$ cat src/rtl/mux_arbiter_pkg.sv
// ---------------------------------------------------------------------------
// mux_arbiter_pkg
//   Shared definitions for the round-robin mux arbiter and for any block that
//   decodes its select output.
//   Contents:
//     state_t  - arbiter FSM states (ST_IDLE, ST_GRANT)
//     SEL_*    - mux select encodings (SEL_NONE means no owner, mux out = 0)
//     sel_of   - requester index -> mux select code
//     gnt_of   - requester index -> one-hot grant vector
// ---------------------------------------------------------------------------
package mux_arbiter_pkg;

  typedef enum logic {
    ST_IDLE  = 1'b0,
    ST_GRANT = 1'b1
  } state_t;

  // The select codes are fixed by the mux wiring, not by requester order,
  // so they are listed explicitly rather than derived from the index.
  localparam logic [1:0] SEL_NONE = 2'b00;
  localparam logic [1:0] SEL_R0   = 2'b10;
  localparam logic [1:0] SEL_R1   = 2'b01;
  localparam logic [1:0] SEL_R2   = 2'b11;

  // Index 3 never occurs; it falls into the default arm so the mapping is
  // total and synthesises without a latch.
  function automatic logic [1:0] sel_of(input logic [1:0] idx);
    case (idx)
      2'd0:    sel_of = SEL_R0;
      2'd1:    sel_of = SEL_R1;
      default: sel_of = SEL_R2;
    endcase
  endfunction

  function automatic logic [2:0] gnt_of(input logic [1:0] idx);
    case (idx)
      2'd0:    gnt_of = 3'b001;
      2'd1:    gnt_of = 3'b010;
      default: gnt_of = 3'b100;
    endcase
  endfunction

endpackage

$ cat src/rtl/mux_arbiter_pick.sv
// ---------------------------------------------------------------------------
// rr_pick3
//   Combinational round-robin pick among three requesters.  The scan starts
//   at the requester just after 'last' (mod 3) and takes the first set bit,
//   so the previous winner always has the lowest priority.
//   Ports:
//     req  in  [2:0]  request vector, bit i = requester i
//     last in  [1:0]  index of the previous winner (0..2)
//     win  out [1:0]  index of the chosen requester (valid when any=1)
//     any  out        at least one request is pending
// ---------------------------------------------------------------------------
module rr_pick3 (
  input  logic [2:0] req,
  input  logic [1:0] last,
  output logic [1:0] win,
  output logic       any
);

  // Priority order for each value of last:
  //   last=0 -> 1,2,0   last=1 -> 2,0,1   last=2 -> 0,1,2
  // The third candidate in each order is 'last' itself, reached only when it
  // is the sole requester.
  always_comb begin
    win = 2'd0;
    any = |req;
    case (last)
      2'd0: begin
        if      (req[1]) win = 2'd1;
        else if (req[2]) win = 2'd2;
        else             win = 2'd0;
      end
      2'd1: begin
        if      (req[2]) win = 2'd2;
        else if (req[0]) win = 2'd0;
        else             win = 2'd1;
      end
      default: begin
        if      (req[0]) win = 2'd0;
        else if (req[1]) win = 2'd1;
        else             win = 2'd2;
      end
    endcase
  end

endmodule

$ cat src/rtl/mux_arbiter.sv
// ---------------------------------------------------------------------------
// mux_arbiter
//   Round-robin arbiter sharing a 3:1 result mux among three requesters.
//   Drives the mux select directly.  Every release passes through one
//   no-owner cycle (break-before-make), and a hold limit forces the owner
//   off after MAX_HOLD cycles if someone else is waiting.
//   Parameters:
//     MAX_HOLD  max consecutive grant cycles while another requester waits
//     CNT_W     hold counter width, 2**CNT_W > MAX_HOLD
//   Ports:
//     clk    in        rising-edge clock
//     reset  in        synchronous active-high reset
//     req    in  [2:0] level requests, held high for the whole access
//     sel    out [1:0] registered mux select (10=r0, 01=r1, 11=r2, 00=none)
//     gnt    out [2:0] registered one-hot grant matching sel
//     busy   out       registered, high while a grant is held
// ---------------------------------------------------------------------------
module mux_arbiter
  import mux_arbiter_pkg::*;
#(
  parameter int MAX_HOLD = 8,
  parameter int CNT_W    = 4
) (
  input  logic       clk,
  input  logic       reset,
  input  logic [2:0] req,
  output logic [1:0] sel,
  output logic [2:0] gnt,
  output logic       busy
);

  localparam logic [CNT_W-1:0] HOLD_LAST = CNT_W'(MAX_HOLD - 1);

  state_t           state, state_n;
  logic [1:0]       owner, owner_n;
  logic [1:0]       last, last_n;
  logic [CNT_W-1:0] cnt, cnt_n;
  logic [1:0]       sel_n;
  logic [2:0]       gnt_n;
  logic             busy_n;

  logic [1:0]       win;
  logic             any;
  logic             others_waiting;

  rr_pick3 u_pick (
    .req  (req),
    .last (last),
    .win  (win),
    .any  (any)
  );

  // Anyone other than the current owner asking for the mux.  Only meaningful
  // in GRANT, where owner is valid.
  assign others_waiting = |(req & ~gnt_of(owner));

  // Next-state and next-output logic.  Outputs are computed here and then
  // registered, so sel/gnt/busy only ever change on a clock edge.  Every
  // release goes to IDLE with outputs cleared, and IDLE is the only place a
  // new winner is picked, which is what guarantees the one-cycle gap between
  // owners.
  always_comb begin
    state_n = state;
    owner_n = owner;
    last_n  = last;
    cnt_n   = cnt;
    sel_n   = sel;
    gnt_n   = gnt;
    busy_n  = busy;

    case (state)
      ST_IDLE: begin
        sel_n  = SEL_NONE;
        gnt_n  = 3'b000;
        busy_n = 1'b0;
        if (any) begin
          state_n = ST_GRANT;
          owner_n = win;
          last_n  = win;
          cnt_n   = '0;
          sel_n   = sel_of(win);
          gnt_n   = gnt_of(win);
          busy_n  = 1'b1;
        end
      end

      ST_GRANT: begin
        // An owner dropping its request and a timeout on the same edge both
        // lead to the same plain release, so they share one branch.  last
        // keeps the outgoing owner, which puts it at the back of the queue.
        if (!req[owner] || ((cnt == HOLD_LAST) && others_waiting)) begin
          state_n = ST_IDLE;
          sel_n   = SEL_NONE;
          gnt_n   = 3'b000;
          busy_n  = 1'b0;
        end else if (cnt != HOLD_LAST) begin
          cnt_n = cnt + 1'b1;
        end
      end

      default: begin
        state_n = ST_IDLE;
        sel_n   = SEL_NONE;
        gnt_n   = 3'b000;
        busy_n  = 1'b0;
      end
    endcase
  end

  // State, pointer, counter and output registers.  Reset starts with last=2
  // so that requester 0 wins the first arbitration.
  always_ff @(posedge clk) begin
    if (reset) begin
      state <= ST_IDLE;
      owner <= 2'd0;
      last  <= 2'd2;
      cnt   <= '0;
      sel   <= SEL_NONE;
      gnt   <= 3'b000;
      busy  <= 1'b0;
    end else begin
      state <= state_n;
      owner <= owner_n;
      last  <= last_n;
      cnt   <= cnt_n;
      sel   <= sel_n;
      gnt   <= gnt_n;
      busy  <= busy_n;
    end
  end

endmodule

$ cat config.mk
export PLATFORM = sky130hd
export DESIGN_NAME = mux_arbiter
export DESIGN_NICKNAME = d
export VERILOG_FILES = /design/src/rtl/mux_arbiter_pkg.sv /design/src/rtl/mux_arbiter_pick.sv /design/src/rtl/mux_arbiter.sv
export SDC_FILE = /design/constraint.sdc
export NUM_CORES = 1
export LEC_CHECK = 0
export BUFFER_PORTS_ARGS = -buffer_cell sky130_fd_sc_hd__buf_2
export CAP_MARGIN = 10
export CELL_PAD_IN_SITES_DETAIL_PLACEMENT = 1
export CELL_PAD_IN_SITES_GLOBAL_PLACEMENT = 1
export CORE_MARGIN = 2
export CORE_UTILIZATION = 43
export DETAILED_ROUTE_END_ITERATION = 16
export GPL_ROUTABILITY_DRIVEN = 1
export GPL_TIMING_DRIVEN = 0
export PLACE_DENSITY_LB_ADDON = 0.25
export SYNTH_ARGS = -nofsm -noshare
export SYNTH_HDL_FRONTEND = slang
export SYNTH_SLANG_ARGS = --single-unit
$ cat constraint.sdc
create_clock -name clk -period 3.3 [get_ports clk]
set_clock_uncertainty 0.15 [all_clocks]
set_input_delay 0.99 -clock clk [delete_from_list [all_inputs] [get_ports clk]]
set_output_delay 0.99 -clock clk [all_outputs]
set_load 0.02 [all_outputs]
==> results by group <==
Run status
  • Outcome: completed

Global route
  • Gr usage total: 19.0%
  • Vias in the first global route: 588
  • First-pass GRT wire length: 2700 um
  • Pin count of the biggest net entering global routing: 11
  • Grt total ovfl: 0
  • Initial antenna violation count: 0

Layout
  • Share of layout cells above drive strength 1: 24.7%
  • Final instance area: 822 um2
  • Area Growth Syn to Fin: 14.9%
  • Final nets: 96
  • N_diodes: 0

Critical path
  • Critical Path RT: 3.34 ns
  • Worst EP arrival: 2.13 ns
  • CP Launch Type: input pin
  • R2R depth: 5
  • CP Max Fanout: 6
  • CP startpoint: req[0]
  • RR Startpoint: cnt[0]
  • Worst r2r dst: cnt[1]
  • Critical path endpoint category: flop
  • Crit Path Class: input pin to flop
  • Reg-to-reg setup timing slack: 1.50 ns

Routing
  • 1st-iter DRT viols: 10
  • Post-detailed-route wirelength per cell: 15.2 um
  • Routed Antenna Nets: 0
  • Total number of vias: 624
  • Vias per cell: 5.94
  • DR DRC count: 0
  • Drt pass-1 iters: 2
  • Routed WL: 1590 um

Hold path
  • Worst Hold Class: flop to flop
  • Cells on Worst Hold Path: 1
  • Hold Path End: busy
  • Hold Crit Start: busy

STA
  • Final setup vio count: 0
  • Minimum clock period: 2.09 ns
  • RSZ-0062 raised after global routing: no
  • Final Hold Fails: 0
  • PnR worst setup slack: 1.21 ns
  • Final period utilization: 63.2%
  • Maximum clock frequency: 479 MHz
  • Tightest Pin Transition: 0.418 ns
  • Fin. max-slew vios: 0
  • Worst slew margin: 71.9%
  • Min Hold Slack: 0.305 ns
  • Setup_tns: 0 ns

Logic synthesis
  • Syn_area_per_cell: 9.54 um2
  • Ys Warns: 0
  • Async set-or-reset flop fraction in the synthesized netlist: 0%
  • Post-synth cell types: 37
  • Mux cell area share after synthesis: 3.15%
  • Top_reg_cell synth: dfxtp_1
  • Synth Net Count: 81
  • Synth cell count leaders: dfxtp_1, nor2_1, a21oi_1, o21ai_0
  • Synthesized instance count: 75
  • Seq/Total Area, Yosys: 39.2%
  • Main combinational cell family by area after synthesis: compound AO/OA/AOI/OAI gates
  • XOR/XNOR share of the synthesized area: 0%
  • Largest cells by area after synthesis: dfxtp_1, nor2_1, a22o_1, mux2_2, a21oi_1
  • Synth Area in Adders: 1.75%
  • Count leader, synth: dfxtp_1
  • Area fraction in and, or, nand and nor cells after synthesis: 24.3%
  • Yosys top cell by area: dfxtp_1
  • Synth Cell Area: 716 um2
  • Synthesized flop and latch total: 14
  • Post-synth EDFFs: 0
  • Top-area cell type share of the netlist area: 39.2%
  • Synth Area in Compound Gates: 30.1%

Clock network
  • Num CTS Buffers: 3
  • CTS tree: built
  • Htree depth: 1
  • Sink Count: 14
  • Worst-Skew Late Latency: 0.28 ns
  • Clock Path Buffers: 2
  • Clk pin slew, worst setup/hold paths: 0.09 ns
  • Post-cts gate resize count: 0
  • Post-CTS setup buffers: 0
  • Root buf cell: clkbuf_4
  • Post-cts hold buffer count: 0

Power
  • Peak supply drop: 306 uV
  • Lkg Pwr: 0.338 nW
  • Pwr Density: 499 nW/um2
  • Tot Pwr: 0.410 mW

Die
  • Core box area: 1540 um2
  • Die H: 44.8 um
  • Io pins: 11
  • Die area: 2010 um2
  • Die X: 44.8 um
  • Num rows: 14
  • Starting Density: 46.4%

Place
  • Placed inst area: 786 um2
  • DPL Wire Length: 1190 um
  • DP Worst Slack: 0.929 ns
  • Gpl congestion: 0.750
  • IO buf count: 10

Flow run
  • Max_cap viols: 0
[final cells by class]
cell class,count,area (um2)
fillers,194,719
multi-input cells,58,424
flip-flops and latches,14,280
repair buffers,10,50.0
clock buffers,4,36.3
well taps,16,20.0
inverters,2,7.51
plain buffers,1,3.75
[metrics by stage]
stage	instances	utilization [%]
2_1_floorplan	75	-
3_3_place_gp	101	51.0
3_5_place_dp	101	51.0
4_1_cts	105	53.3
5_1_grt	105	53.3
6_report	105	53.3
[worst max-delay path, cell delays in order]
cell	delay [ns]
buf_2	0.13
mux2_2	0.29
a32oi_2	0.33
nor3_2	0.15
a2bb2o_4	0.24
[layout by cell type (no fill, tap or decap), types with 2 or more instances in the layout]
| master | count |
|---|---|
| o21ai_0 | 4 |
| nor3_1 | 2 |
| nor2_1 | 8 |
| inv_1 | 2 |
| buf_2 | 10 |
| nand2b_1 | 2 |
| or3_1 | 3 |
| dfxtp_1 | 14 |
| a22o_1 | 3 |
| nor3_2 | 2 |
| mux2_2 | 2 |
| a21oi_1 | 4 |
| nor2b_1 | 3 |
| nand3b_1 | 2 |
| clkbuf_4 | 3 |
[flip-flops by register name (all words and copies together), names as in the netlist]
register / count
state: 1
owner: 2
last: 1
sel: 2
busy: 1
gnt: 3
cnt: 4
[how the worst max path moves through the flow]
| stage | endpoint | slack, ns | depth (start not counted) |
|---|---|---|---|
| 2_1_floorplan | gnt[1] | 1.17 | 4 |
| 3_3_place_gp | gnt[1] | 0.92 | 5 |
| 3_5_place_dp | gnt[1] | 0.93 | 5 |
| 4_1_cts | gnt[1] | 1.22 | 5 |
| 5_1_grt | cnt[1] | 1.15 | 5 |
| 6_report | gnt[1] | 1.21 | 5 |
[power by group]
group	leakage (nW)	switching, mW	internal (mW)
combinational	0.202	0.0495	0.0371
clock	0.0210	0.0601	0.0672
sequential	0.115	0.0132	0.183
total	0.338	0.123	0.287
[layer usage]
metal | part of all wire (%) | track usage [%] | up-vias
li1 | - | - | 314
met1 | 50 | 25.8 | 294
met2 | 44 | 28.4 | 11
met3 | 4.0 | 3.60 | 5
met4 | 1.9 | 10.6 | 0
met5 | 0 | 0 | -
[logic make-up after synthesis]
logic type	count (synthesis)
AO/OA/AOI/OAI	26
adder cells (fa/ha/maj)	1
buffers and inverters	3
flip-flops	14
multiplexers	2
AND/OR/NAND/NOR	29
(Power assumes the default switching activity.)
